**src/rtl/mips_core_pkg.sv**
```systemverilog
// Shared front-end definitions: profiling counter layout and index-width helpers
// for the hazard stage controller.
package mips_core_pkg;

  // Counter bank layout: per-stage stall counters, then per-source redirect
  // counters, then the total-cycle counter.
  typedef enum logic [1:0] {
    STALL_BASE,
    REDIR_BASE,
    TOTAL_IDX
  } hazard_cnt_e;

  function automatic int sw_width(input int n);
    return (n > 1) ? $clog2(n) : 1;
  endfunction

  function automatic int cnt_base(input hazard_cnt_e kind, input int n_stages,
                                  input int n_redirect);
    case (kind)
      STALL_BASE: return 0;
      REDIR_BASE: return n_stages;
      default:    return n_stages + n_redirect;
    endcase
  endfunction

  function automatic int clamp_stage(input int stage, input int n_stages);
    return (stage >= n_stages) ? n_stages - 1 : stage;
  endfunction

endpackage

```
**src/rtl/hazard_stage_controller_if.sv**
```systemverilog
// Pipeline-facing bundle of the hazard stage controller: hazards and redirect
// requests in, per-register stall/flush and the PC load out.
interface hazard_stage_controller_if
  import mips_core_pkg::*;
#(
  parameter int NUM_STAGES   = 4,
  parameter int NUM_REDIRECT = 2,
  parameter int ADDR_WIDTH   = 32
);
  localparam int SW = sw_width(NUM_STAGES);

  logic [NUM_STAGES-1:0]            stage_hazard;
  logic [NUM_REDIRECT-1:0]          redirect_valid;
  logic [NUM_REDIRECT*SW-1:0]       redirect_stage;
  logic [NUM_REDIRECT*ADDR_WIDTH-1:0] redirect_pc;
  logic [NUM_REDIRECT-1:0]          redirect_ready;
  logic [NUM_STAGES-1:0]            stall;
  logic [NUM_STAGES-1:0]            flush;
  logic                             load_pc_we;
  logic [ADDR_WIDTH-1:0]            load_pc_new;

  modport master (
    output stage_hazard, redirect_valid, redirect_stage, redirect_pc,
    input  redirect_ready, stall, flush, load_pc_we, load_pc_new
  );

  modport slave (
    input  stage_hazard, redirect_valid, redirect_stage, redirect_pc,
    output redirect_ready, stall, flush, load_pc_we, load_pc_new
  );
endinterface

```
**src/rtl/hazard_sat_counter.sv**
```systemverilog
// Saturating profiling counter with synchronous clear that overrides increment.
module hazard_sat_counter #(
  parameter int CNT_WIDTH = 32
) (
  input  logic                 clk,
  input  logic                 rst_n,
  input  logic                 inc,
  input  logic                 clr,
  output logic [CNT_WIDTH-1:0] value
);

  // NOTE: sequential state is assigned with <= so every flop samples pre-edge values.
  always_ff @(posedge clk or negedge rst_n) begin
    if (!rst_n) begin
      value <= '0;
    end else if (clr) begin
      value <= '0;
    end else if (inc && (value != '1)) begin
      value <= value + 1'b1;
    end
  end

endmodule

```
**src/rtl/hazard_stage_controller.sv**
```systemverilog
// N-stage hazard controller: resolves stage stalls and ranked redirects into
// per-register stall/flush and the PC load, with profiling counters and a watchdog.
module hazard_stage_controller
  import mips_core_pkg::*;
#(
  parameter int NUM_STAGES   = 4,
  parameter int NUM_REDIRECT = 2,
  parameter int ADDR_WIDTH   = 32,
  parameter int CNT_WIDTH    = 32,
  parameter int WATCHDOG     = 1024
) (
  input  logic                 clk,
  input  logic                 rst_n,
  hazard_stage_controller_if.slave pipe,
  input  logic [$clog2(NUM_STAGES+NUM_REDIRECT+1)-1:0] cnt_sel,
  output logic [CNT_WIDTH-1:0] cnt_value,
  input  logic                 cnt_clear,
  output logic                 deadlock
);

  localparam int SW        = sw_width(NUM_STAGES);
  localparam int NUM_CNT   = NUM_STAGES + NUM_REDIRECT + 1;
  localparam int REDIR_OFS = cnt_base(REDIR_BASE, NUM_STAGES, NUM_REDIRECT);
  localparam int TOTAL_OFS = cnt_base(TOTAL_IDX, NUM_STAGES, NUM_REDIRECT);

  logic                    hz_any;
  logic [SW-1:0]           hz_top;
  logic [SW-1:0]           cand_stage;
  logic                    win_valid;
  logic [SW-1:0]           win_stage;
  logic [NUM_REDIRECT-1:0] win_sel;
  logic [ADDR_WIDTH-1:0]   win_pc;
  logic                    accept;
  logic [NUM_STAGES-1:0]   stall_c;
  logic [NUM_STAGES-1:0]   flush_c;
  logic [NUM_REDIRECT-1:0] ready_c;
  logic                    pc_we_c;
  logic [ADDR_WIDTH-1:0]   pc_new_c;
  logic [NUM_CNT-1:0]      cnt_inc;
  logic [CNT_WIDTH-1:0]    cnt_q [NUM_CNT];
  logic                    deadlock_q;

  always_comb begin
    // NOTE: every signal of this block gets a default first so no path can infer a latch.
    hz_any     = 1'b0;
    hz_top     = '0;
    cand_stage = '0;
    win_valid  = 1'b0;
    win_stage  = '0;
    win_sel    = '0;
    win_pc     = '0;
    accept     = 1'b0;
    stall_c    = '0;
    flush_c    = '0;
    ready_c    = '0;
    pc_we_c    = 1'b0;
    pc_new_c   = '0;
    cnt_inc    = '0;

    // Ascending scan: the last hit is the most downstream hazard.
    for (int i = 0; i < NUM_STAGES; i++) begin
      if (pipe.stage_hazard[i]) begin
        hz_any = 1'b1;
        hz_top = SW'(i);
      end
    end

    // Strictly-greater keeps the lower source index on a stage tie.
    for (int k = 0; k < NUM_REDIRECT; k++) begin
      cand_stage = SW'(clamp_stage(int'(pipe.redirect_stage[k*SW +: SW]), NUM_STAGES));
      if (pipe.redirect_valid[k] && (!win_valid || (cand_stage > win_stage))) begin
        win_valid  = 1'b1;
        win_stage  = cand_stage;
        win_sel    = '0;
        win_sel[k] = 1'b1;
        win_pc     = pipe.redirect_pc[k*ADDR_WIDTH +: ADDR_WIDTH];
      end
    end

    // A stall downstream of the redirecting stage holds the redirecting instruction.
    accept = win_valid && (!hz_any || (hz_top <= win_stage));

    for (int i = 0; i < NUM_STAGES; i++) begin
      if (hz_any && (i <= int'(hz_top)))     stall_c[i] = 1'b1;
      if (hz_any && (i == int'(hz_top) + 1)) flush_c[i] = 1'b1;
    end

    if (accept) begin
      ready_c  = win_sel;
      pc_we_c  = 1'b1;
      pc_new_c = win_pc;
      for (int i = 0; i < NUM_STAGES; i++) begin
        if (i <= int'(win_stage)) begin
          stall_c[i] = 1'b0;
          flush_c[i] = (i != 0);
        end
      end
    end

    for (int i = 0; i < NUM_STAGES; i++) begin
      cnt_inc[i] = hz_any && (int'(hz_top) == i) && !accept;
    end
    for (int k = 0; k < NUM_REDIRECT; k++) begin
      cnt_inc[REDIR_OFS + k] = accept && win_sel[k];
    end
    cnt_inc[TOTAL_OFS] = 1'b1;
  end

  // Outputs are forced to their reset values for as long as rst_n is low.
  assign pipe.stall          = rst_n ? stall_c  : '0;
  assign pipe.flush          = rst_n ? flush_c  : '1;
  assign pipe.redirect_ready = rst_n ? ready_c  : '0;
  assign pipe.load_pc_we     = rst_n ? pc_we_c  : 1'b0;
  assign pipe.load_pc_new    = rst_n ? pc_new_c : '0;

  for (genvar g = 0; g < NUM_CNT; g++) begin : g_cnt
    hazard_sat_counter #(
      .CNT_WIDTH(CNT_WIDTH)
    ) u_cnt (
      .clk  (clk),
      .rst_n(rst_n),
      .inc  (cnt_inc[g]),
      .clr  (cnt_clear),
      .value(cnt_q[g])
    );
  end

  assign cnt_value = (int'(cnt_sel) < NUM_CNT) ? cnt_q[cnt_sel] : '0;

  if (WATCHDOG > 0) begin : g_wd
    localparam int WDW = $clog2(WATCHDOG + 1);
    logic [WDW-1:0] wd_cnt;

    always_ff @(posedge clk or negedge rst_n) begin
      if (!rst_n) begin
        wd_cnt     <= '0;
        deadlock_q <= 1'b0;
      end else if (cnt_clear) begin
        wd_cnt     <= '0;
        deadlock_q <= 1'b0;
      end else begin
        if (!stall_c[0]) begin
          wd_cnt <= '0;
        end else if (wd_cnt != WDW'(WATCHDOG)) begin
          wd_cnt <= wd_cnt + 1'b1;
        end
        // Flag rises on the same edge the run length reaches WATCHDOG.
        if (stall_c[0] && (wd_cnt == WDW'(WATCHDOG - 1))) begin
          deadlock_q <= 1'b1;
        end
      end
    end
  end else begin : g_no_wd
    assign deadlock_q = 1'b0;
  end

  assign deadlock = deadlock_q;

endmodule

```
**src/flat_wrapper.sv**
```systemverilog
// flat-port wrapper written by rule: the top's interface ports become plain ports
module hazard_stage_controller_flat import mips_core_pkg::*;
#(
  parameter int NUM_STAGES   = 4,
  parameter int NUM_REDIRECT = 2,
  parameter int ADDR_WIDTH   = 32,
  parameter int CNT_WIDTH    = 32,
  parameter int WATCHDOG     = 1024
)
  (clk, rst_n, cnt_sel, cnt_value, cnt_clear, deadlock, pipe_stage_hazard, pipe_redirect_valid, pipe_redirect_stage, pipe_redirect_pc, pipe_redirect_ready, pipe_stall, pipe_flush, pipe_load_pc_we, pipe_load_pc_new);
  hazard_stage_controller_if #(.NUM_STAGES(NUM_STAGES), .NUM_REDIRECT(NUM_REDIRECT), .ADDR_WIDTH(ADDR_WIDTH)) pipe_i ();
  input  logic clk;
  input  logic rst_n;
  input  logic [$clog2(NUM_STAGES+NUM_REDIRECT+1)-1:0] cnt_sel;
  output logic [CNT_WIDTH-1:0] cnt_value;
  input  logic cnt_clear;
  output logic deadlock;
  input wire logic [$bits(pipe_i.stage_hazard)-1:0] pipe_stage_hazard;
  input wire logic [$bits(pipe_i.redirect_valid)-1:0] pipe_redirect_valid;
  input wire logic [$bits(pipe_i.redirect_stage)-1:0] pipe_redirect_stage;
  input wire logic [$bits(pipe_i.redirect_pc)-1:0] pipe_redirect_pc;
  output wire logic [$bits(pipe_i.redirect_ready)-1:0] pipe_redirect_ready;
  output wire logic [$bits(pipe_i.stall)-1:0] pipe_stall;
  output wire logic [$bits(pipe_i.flush)-1:0] pipe_flush;
  output wire logic [$bits(pipe_i.load_pc_we)-1:0] pipe_load_pc_we;
  output wire logic [$bits(pipe_i.load_pc_new)-1:0] pipe_load_pc_new;
  assign pipe_i.stage_hazard = pipe_stage_hazard;
  assign pipe_i.redirect_valid = pipe_redirect_valid;
  assign pipe_i.redirect_stage = pipe_redirect_stage;
  assign pipe_i.redirect_pc = pipe_redirect_pc;
  assign pipe_redirect_ready = pipe_i.redirect_ready;
  assign pipe_stall = pipe_i.stall;
  assign pipe_flush = pipe_i.flush;
  assign pipe_load_pc_we = pipe_i.load_pc_we;
  assign pipe_load_pc_new = pipe_i.load_pc_new;
  hazard_stage_controller #(.NUM_STAGES(NUM_STAGES), .NUM_REDIRECT(NUM_REDIRECT), .ADDR_WIDTH(ADDR_WIDTH), .CNT_WIDTH(CNT_WIDTH), .WATCHDOG(WATCHDOG)) u_core (.clk(clk), .rst_n(rst_n), .pipe(pipe_i), .cnt_sel(cnt_sel), .cnt_value(cnt_value), .cnt_clear(cnt_clear), .deadlock(deadlock));
endmodule
```
**config.mk**
```make
export PLATFORM = sky130hd
export DESIGN_NAME = hazard_stage_controller_flat
export DESIGN_NICKNAME = d
export VERILOG_FILES = /design/src/rtl/mips_core_pkg.sv /design/src/rtl/hazard_stage_controller_if.sv /design/src/rtl/hazard_sat_counter.sv /design/src/rtl/hazard_stage_controller.sv /design/src/flat_wrapper.sv
export SDC_FILE = /design/constraint.sdc
export NUM_CORES = 1
export LEC_CHECK = 0
export BUFFER_PORTS_ARGS = -buffer_cell sky130_fd_sc_hd__buf_2
export CAP_MARGIN = 20
export CORE_ASPECT_RATIO = 1.25
export CORE_MARGIN = 2
export CORE_UTILIZATION = 40
export DETAILED_ROUTE_END_ITERATION = 10
export PLACE_DENSITY_LB_ADDON = 0.1
export SKIP_CTS_REPAIR_TIMING = 1
export SLEW_MARGIN = 20
export SYNTH_ARGS = -nofsm -noshare
export SYNTH_HDL_FRONTEND = slang
export SYNTH_SLANG_ARGS = --single-unit
```
**constraint.sdc**
```tcl
create_clock -name clk -period 15.7 [get_ports clk]
set_input_delay 3.14 -clock clk [delete_from_list [all_inputs] [get_ports clk]]
set_output_delay 3.14 -clock clk [all_outputs]
set_load 0.01 [all_outputs]
```
Word-level counts from Yosys, hierarchy flattened
Index checks and enable logic that the tools add are counted.

Bitwise gates (word level): 1. Equality and inequality tests: 16. Shift operators: 0. Reductions and logical operators: 41. Add/subtract/negate cells: 9. $lt $le $gt $ge: 10. Multiply operators: 0. Divide/modulo/power cells: 0. Mux-type cells: 62.

Operators by type and width (number): 32-bit 2-to-1 mux (21); 32-bit by 1-bit adder with 32-bit output, second input constant (7); 32-bit inequality test, second input constant (7); 32-bit binary-select mux with 3-bit select (1); 3-bit by 32-bit equality test with 1-bit output, first input constant (2); 11-bit 2-to-1 mux (3); 2-bit by 32-bit equality test with 1-bit output, first input constant (1); 32-bit logical NOT (1); 1-bit logical AND (26); 1-bit 2-to-1 mux (26); 4-bit 2-to-1 mux (4); 2-bit nonzero test (8); 2-bit 2-to-1 mux (7); 11-bit by 1-bit adder with 11-bit output, second input constant (1); 11-bit by 10-bit equality test with 1-bit output, second input constant (1); 11-bit inequality test, second input constant (1); 2-bit <= comparator, first input constant (4); 2-bit equality test, second input constant (2); 4-bit greater-or-equal comparator, second input constant (1); 1-bit by 2-bit <= comparator with 1-bit output, first input constant (2); 3-bit inverter with 4-bit output (1); 2-bit by 1-bit adder with 3-bit output, second input constant (1); 1-bit logical NOT (3); 3-bit < comparator, second input constant (1); 6 further kinds (7).

Latch bits: 0. Memories kept: 0. RAM bits: 0. Word-level logic and storage cells: 148. Bits of input ports: 80. ROM bits: 0. Register bits after elaboration: 236.

Longest topological paths before layout
Gate-level depths: netlist of the first run.

Word-level depth: 13. Depth in mapped cells: 19. Depth with buffers taken out: 15.

Hierarchy
From an unflattened synthesis of the first run, not the netlist that was laid out.

Cells, all modules: 1836. Area, all modules: 16323.2 um^2.

Modules (own cells, without submodules): hazard_sat_counter (u_core.g_cnt[0].u_cnt ...) (cells an instance 198, area each 1854.3 um^2, instances 6); hazard_stage_controller (cells an instance 454, area each 3387.0 um^2, instances 1); hazard_sat_counter (u_core.g_cnt[4].u_cnt) (cells an instance 194, area each 1810.5 um^2, instances 1).

Worst setup path after synthesis of the first run
No wires, ideal clock.

Kind: input -> output. Start point: input port pipe_redirect_stage[1]. End point: output port pipe_load_pc_we. Setup slack: 5.918 ns. Arrival: 6.642 ns. Buffers on the path: 3. Required time: 12.560 ns. Cell stages on the path: 17. Path through: and2_1 -> clkbuf_1 -> inv_1 -> ha_1 -> and3_1 -> a211oi_1 -> clkbuf_1 -> mux2i_1 -> inv_1 -> ha_1 -> nor2_1 -> nand2_1 -> a32oi_1 -> nand2_1 -> nand2_1 -> clkbuf_1 -> inv_1.

Word-level cells in the longest chain between the ends: 10. Elaborated cells on any way between the ends: 11. Classes of those cells: order compare: 2; mux: 5; reduce/logical: 4.

RTL lines: start: declaration (RTL line flat_wrapper.sv:20) `input wire logic [$bits(pipe_i.redirect_stage)-1:0] pipe_redirect_stage;`; 2-bit 2-to-1 mux * (RTL line hazard_stage_controller.sv:71) `if (pipe.redirect_valid[k] && (!win_valid || (cand_stage > win_stage))) begin`; 2-bit greater-than comparator (RTL line hazard_stage_controller.sv:71); 1-bit logical OR (RTL line hazard_stage_controller.sv:71); 1-bit logical AND (RTL line hazard_stage_controller.sv:71); 2-bit 2-to-1 mux (RTL line hazard_stage_controller.sv:71); 2-bit <= comparator (RTL line hazard_stage_controller.sv:81) `accept = win_valid && (!hz_any || (hz_top <= win_stage));`; 1-bit logical OR (RTL line hazard_stage_controller.sv:81); 1-bit logical AND * (RTL line hazard_stage_controller.sv:81); 1-bit 2-to-1 mux * (RTL line hazard_stage_controller.sv:88) `if (accept) begin`; 1-bit 2-to-1 mux * (RTL line hazard_stage_controller.sv:113) `assign pipe.load_pc_we = rst_n ? pc_we_c : 1'b0;`; end: declaration (RTL line flat_wrapper.sv:25) `output wire logic [$bits(pipe_i.load_pc_we)-1:0] pipe_load_pc_we;`.

Mark *: on every way between the ends. The rest lies on a longest branch, timed or not.

Final worst setup path of the first run
Start point: input port pipe_redirect_valid[0]. End point: output port pipe_load_pc_new[13].

Word-level cells in the longest chain between the ends: 10. Elaborated cells on any way between the ends: 15. Classes of those cells: order compare: 2; mux: 8; reduce/logical: 5.

RTL lines: start: declaration (RTL line flat_wrapper.sv:19) `input wire logic [$bits(pipe_i.redirect_valid)-1:0] pipe_redirect_valid;`; 2-bit 2-to-1 mux / 1-bit 2-to-1 mux (equally long branches) (RTL line hazard_stage_controller.sv:71); 2-bit greater-than comparator / 1-bit logical NOT (equally long branches) (RTL line hazard_stage_controller.sv:71); 1-bit logical OR (RTL line hazard_stage_controller.sv:71); 1-bit logical AND (RTL line hazard_stage_controller.sv:71); 2-bit 2-to-1 mux (RTL line hazard_stage_controller.sv:71); 2-bit <= comparator (RTL line hazard_stage_controller.sv:81); 1-bit logical OR (RTL line hazard_stage_controller.sv:81); 1-bit logical AND (RTL line hazard_stage_controller.sv:81); 32-bit 2-to-1 mux * (RTL line hazard_stage_controller.sv:88); 32-bit 2-to-1 mux * (RTL line hazard_stage_controller.sv:114) `assign pipe.load_pc_new = rst_n ? pc_new_c : '0;`; end: declaration (RTL line flat_wrapper.sv:26) `output wire logic [$bits(pipe_i.load_pc_new)-1:0] pipe_load_pc_new;`.

Marks and branches as above.

==> flow_summary.json, run 1 <==
{
  "run_status": "finished clean",
  "post-route-min-period_ns": 11.09,
  "cts_tree": "built",
  "core_um2": 36300,
  "dr.pass1.iters": 8,
  "vias": 13212,
  "fin_ws_ns": 4.61,
  "rsz0062_at_grt": "false",
  "synth_top_area_share_pct": 40.2,
  "arrival_ns": 7.95,
  "power_leakage_nw": 7.07,
  "initial_utilization_pct": 40.5,
  "die_h_um": 218,
  "grtUsageTotal_pct": 24.5,
  "synth_edf_count": 0,
  "io_pins": 156,
  "top_usage_layer": "met2",
  "post-dp-hpwl_um": 34100,
  "gp_congestion": 0.896,
  "grtUsageMet1_pct": 32.3,
  "cts_max_path_buffers": 3,
  "maxCapViolations": 0,
  "fin_util_pct": 46.2,
  "yosysUniqueCellTypes": 51,
  "slowest_stage": "nand2_1",
  "holdWs_ns": 0.494,
  "max_freq_ghz": 0.0901,
  "stdcell_count": 2320,
  "synth_top_family_by_area": "simple AND/OR/NAND/NOR gates",
  "synth-xor-area-share_pct": 11.0,
  "synth-simple-area-share_pct": 29.5,
  "path_cells": "buf_2 -> and2_1 -> inv_1 -> ha_1 -> and3_1 -> a211oi_4 -> mux2i_1 -> inv_1 -> ha_1 -> nor2_1 -> nand2_1 -> a32oi_1 -> nand2_1 -> nand2_1 -> a21oi_1 -> buf_2",
  "clock_latency_ns": 0.56,
  "synth_nets": 1804,
  "synth.area.mux_share_pct": 7.56,
  "area_delta_synth_final_pct": 14.2,
  "place_area_um2": 15900,
  "cp-end-kind": "output port",
  "grt_use_met2_pct": 41.6,
  "viasPerCell": 5.69,
  "post-synth-top-count-cell": "nor2_1",
  "final_hold_viol_count": 0,
  "cp-start-kind": "input pin",
  "layout-drive-gt1-share_pct": 14.5,
  "die_x_um": 175,
  "synthTopCellsByArea": "dfrtp_1 (40%), nor2_1 (8.0%), xor2_1 (6.4%), mux4_2 (4.9%), xnor2_1 (4.5%)",
  "grt_pass1_vias": 12704,
  "total_power_mw": 1.38,
  "die_area_um2": 38300,
  "final_cell_area_um2": 16800,
  "ant_nets": 0,
  "syn_avg_cell_area_um2": 8.58,
  "routed_wl_um": 46900,
  "cts.sinks": 236,
  "routedWlPerCell_um": 20.2,
  "final_nets": 1914,
  "synth-compound-area-share_pct": 7.40,
  "placedCellCount": 2272,
  "path_common_cell": "nand2_1",
  "final_max_slew_viol_count": 0,
  "yosysWarnings": 0,
  "antenna_found_initial": 0,
  "min_period_over_period_pct": 70.7,
  "maxSlewHeadroom_pct": 28.5,
  "synth.yosys.seq_area_share_pct": 40.2,
  "grt_use_met3_pct": 2.59,
  "fin_setup_tns_ns": 0,
  "finClkSkew_ns": 0.00939,
  "synth_area_um2": 14700,
  "cts_root_buf": "clkbuf_16",
  "postSynthCellCount": 1712,
  "crit_type": "in -> out",
  "finalSetupViolations": 0,
  "clkTransAtPathRegs_ns": 0.06,
  "cts-htree-levels": 1,
  "grt_pass1_wl_um": 73800,
  "ys_ff_latch": 236,
  "port_buffers": 155,
  "yosys.area_share.adder_pct": 1.02,
  "hold_path_class": "reg -> reg",
  "drc": 0,
  "synth_top_cell_by_area": "dfrtp_1",
  "cp_data_required_time_ns": 12.56,
  "synth_ff_type": "dfrtp_1",
  "grt_remaining_overflow": 0,
  "synth_top_cells_by_count": "nor2_1 (312), dfrtp_1 (236), a21oi_1 (130)",
  "post-place-ws_ns": 4.68,
  "antennaDiodeCount": 0,
  "fp-row-count": 78,
  "drt_iter0_drc": 965,
  "ir_worst_vdd_mv": 0.0648,
  "path_max_fanout": 40,
  "max_stage_delay_ns": 0.80,
  "tightest_slew_ns": 1.07,
  "ys_async_sr_fraction_pct": 100,
  "grt_max_degree": 81,
  "power_density_nw_per_um2": 82.0,
  "cts_made_buffers": 28
}
-- worst paths after layout --
kind / slack, ns / end / from / cells past startpoint
worst max register to register: 12.52 / u_core.g_cnt[5].u_cnt.value[11]$_DFFE_PN0P_ / u_core.g_cnt[5].u_cnt.value[10]$_DFFE_PN0P_ / 7
min in group asynchronous: 2.49 / u_core.g_cnt[4].u_cnt.value[0]$_DFFE_PN0P_ / rst_n / 1
worst min register to register: 0.49 / u_core.deadlock$_DFFE_PN0P_ / u_core.deadlock$_DFFE_PN0P_ / 1
worst min-delay path: 0.49 / u_core.deadlock$_DFFE_PN0P_ / u_core.deadlock$_DFFE_PN0P_ / 1
max in group asynchronous: 11.31 / u_core.g_cnt[1].u_cnt.value[8]$_DFFE_PN0P_ / rst_n / 3
worst max-delay path: 4.61 / pipe_load_pc_new[13] / pipe_redirect_valid[0] / 16
-- report_power, final --
| group | total (mW) | switching [mW] | internal (mW) |
|---|---|---|---|
| logic | 0.134 | 0.0932 | 0.0405 |
| registers | 0.617 | 0.00483 | 0.612 |
| clock network | 0.626 | 0.263 | 0.363 |
-- cell families after synthesis --
kind of cell	count (synthesis)
adder cells (fa/ha/maj)	12
AND/OR/NAND/NOR	885
buffers and inverters	128
multiplexers	71
AO/OA/AOI/OAI	196
flip-flops	236
XOR/XNOR	184
-- per-layer routing --
| metal | wire [µm] | up-vias |
|---|---|---|
| met4 | 1810 | 0 |
| met5 | 0 | - |
| met3 | 1810 | 92 |
| met1 | 20000 | 6539 |
| li1 | - | 6269 |
| met2 | 23200 | 312 |
-- area by class of cell --
class | instances | area (µm²)
flip-flops and latches | 236 | 5910
clock inverters | 7 | 46.3
repair buffers | 171 | 923
fillers | 3667 | 19500
inverters | 37 | 139
clock buffers | 41 | 830
well taps | 480 | 601
multi-input cells | 1348 | 8340
-- flip-flops by register name, summed over array words and instances (netlist names) --
register / count
u_core.g_wd.wd_cnt: 11
u_core.deadlock: 1
u_core.g_cnt.u_cnt.value: 224
-- critical path, delay by kind of cell --
family / cells / cell delay [ns]
adders and majority gates: 2 / 0.58
and+or+nand+nor: 6 / 1.93
buffers and inverters: 4 / 0.85
AOI/OAI and AO/OA: 3 / 1.10
muxes: 1 / 0.32
-- placed cells by master, fill, tap and decap left out, types with 47 or more instances in the layout --
cell	instances
nand2_1	129
dfrtp_1	236
buf_2	150
nor2_1	312
xor2_1	108
nand3_1	120
nand4_1	75
nor3_1	52
and3_1	47
a21oi_1	130
xnor2_1	76
Power figures use the tool's default switching activity.
==> run 2: changes to the inputs <==
==> constraint.sdc (replaced) <==
create_clock -name clk -period 9.5 [get_ports clk]
set_input_delay 1.9 -clock clk [delete_from_list [all_inputs] [get_ports clk]]
set_output_delay 1.9 -clock clk [all_outputs]
set_load 0.01 [all_outputs]
==> flow_summary.json, run 2 (synthesis results as in run 1) <==
{
  "run_status": "finished clean",
  "cts.sinks": 236,
  "antenna_found_initial": 1,
  "vias": 13161,
  "final_hold_viol_count": 0,
  "cts_tree": "built",
  "min_period_over_period_pct": 89.6,
  "initial_utilization_pct": 40.5,
  "grt_pass1_vias": 12599,
  "drt_iter0_drc": 1000,
  "dr.pass1.iters": 5,
  "viasPerCell": 5.67,
  "final_cell_area_um2": 16900,
  "final_nets": 1914,
  "core_um2": 36300,
  "clock_latency_ns": 0.57,
  "rr_startpoint": "u_core.g_cnt[5].u_cnt.value[21]$_DFFE_PN0P_",
  "cp-start-kind": "input pin",
  "die_x_um": 175,
  "post-route-min-period_ns": 8.51,
  "fin_setup_tns_ns": 0,
  "port_buffers": 155,
  "max_freq_ghz": 0.117,
  "fp-row-count": 78,
  "rsz0062_at_grt": "false",
  "clkTransAtPathRegs_ns": 0.06,
  "fin_util_pct": 46.5,
  "min_to": "u_core.deadlock$_DFFE_PN0P_",
  "crit_type": "in -> out",
  "area_delta_synth_final_pct": 14.9,
  "power_density_nw_per_um2": 140,
  "place_area_um2": 15900,
  "final_max_slew_viol_count": 0,
  "holdPathStages": 1,
  "post-dp-hpwl_um": 34100,
  "cts_made_buffers": 28,
  "maxCapViolations": 0,
  "final_cell_mix": "nor2_1 (312), dfrtp_1 (236), buf_2 (150), a21oi_1 (130), nand2_1 (129)",
  "r2r-end": "u_core.g_cnt[5].u_cnt.value[11]$_DFFE_PN0P_",
  "tightest_slew_ns": 1.05,
  "grt_remaining_overflow": 0,
  "power_leakage_nw": 7.10,
  "total_power_mw": 2.36,
  "final_common_cell": "nor2_1",
  "ir_worst_vdd_mv": 0.126,
  "antennaDiodeCount": 0,
  "ant_nets": 0,
  "largest_reg_flops": 224,
  "gp_congestion": 0.881,
  "maxSlewHeadroom_pct": 29.9,
  "die_h_um": 218,
  "ff2ff_setup_slack_ns": 6.37,
  "hold_path_class": "reg -> reg",
  "io_pins": 156,
  "die_area_um2": 38300,
  "drc": 0,
  "grtUsageTotal_pct": 24.1,
  "cts_root_buf": "clkbuf_16",
  "grt_max_degree": 173,
  "routed_wl_um": 46900,
  "routedWlPerCell_um": 20.2,
  "layout-drive-gt1-share_pct": 14.5,
  "cp_data_required_time_ns": 7.60,
  "finClkSkew_ns": 0.0283,
  "top_register": "u_core.g_cnt.u_cnt.value",
  "r2r_cells": 7,
  "cts_max_path_buffers": 3,
  "arrival_ns": 6.61,
  "min_from": "u_core.deadlock$_DFFE_PN0P_",
  "cts-htree-levels": 1,
  "grt_pass1_wl_um": 72800,
  "fillers": 3629,
  "path_max_fanout": 40,
  "finalSetupViolations": 0,
  "cp-end-kind": "output port"
}
## run 2: cell count changes in the layout (fill, tap and decap cells not counted)
cell        change
clkinvlp_4      +1
clkbuf_1        +1
buf_12          +1
nor4_4          +1
bufinv_16       +3
nor4_2          -1
clkbuf_8        -2
buf_6           -1
## run 2: metrics by stage
stage	setup slack, ns	std cells	hold slack [ns]
5_1_grt	0.508	2323	0.517
3_3_place_gp	1.25	2271	0.475
3_5_place_dp	1.06	2271	0.479
2_1_floorplan	2.20	1712	0.497
4_1_cts	1.04	2322	0.493
6_report	0.988	2323	0.487
## run 2: worst max-delay path by stage
stage                                      start              endpoint  slack (ns)  depth (start not counted)
after global placement    pipe_redirect_valid[0]  pipe_load_pc_new[24]        1.25                         16
after CTS                 pipe_redirect_valid[0]   pipe_load_pc_new[3]        1.04                         16
after detailed placement  pipe_redirect_valid[0]   pipe_load_pc_new[3]        1.06                         16
after floorplan           pipe_redirect_stage[1]       pipe_load_pc_we        2.20                         17
final                     pipe_redirect_valid[0]   pipe_load_pc_new[3]        0.99                         16
after global routing      pipe_redirect_valid[0]  pipe_load_pc_new[28]        0.51                         16
## run 2: cell type report
| cell class | count | area [µm²] | area share [%] |
|---|---|---|---|
| Inverter | 37 | 139 | 0.823 |
| Multi-Input combinational cell | 1348 | 8350 | 49.5 |
| Timing Repair Buffer | 171 | 932 | 5.52 |
| Tap cell | 480 | 601 | 3.56 |
| Sequential cell | 236 | 5910 | 35.0 |
| Clock inverter | 11 | 144 | 0.852 |
| Clock buffer | 40 | 806 | 4.77 |
## run 2: critical path, cell delays in order
cell and delay (ns):
buf_2 0.49, and2_1 0.32, inv_1 0.07, ha_1 0.30, and3_1 0.21, a211oi_4 0.24
mux2i_1 0.30, inv_1 0.07, ha_1 0.27, nor2_1 0.12, nand2_1 0.19, a32oi_1 0.74
nand2_1 0.25, nand2_1 0.81, a21oi_1 0.11, buf_2 0.20
## run 2: power by group
group / internal [mW] / total [mW] / leakage, nW / switching (mW)
clock: 0.669 / 1.12 / 0.468 / 0.447
combinational: 0.0672 / 0.222 / 3.34 / 0.155
sequential: 1.01 / 1.02 / 3.29 / 0.00783
## run 2: per-layer routing
layer	share of wire (%)	global-route usage (%)	vias to the layer above
met1	42	31.6	6519
met5	0	0	-
met3	3.9	2.71	90
li1	-	-	6263
met4	4.0	9.39	0
met2	50	40.9	289
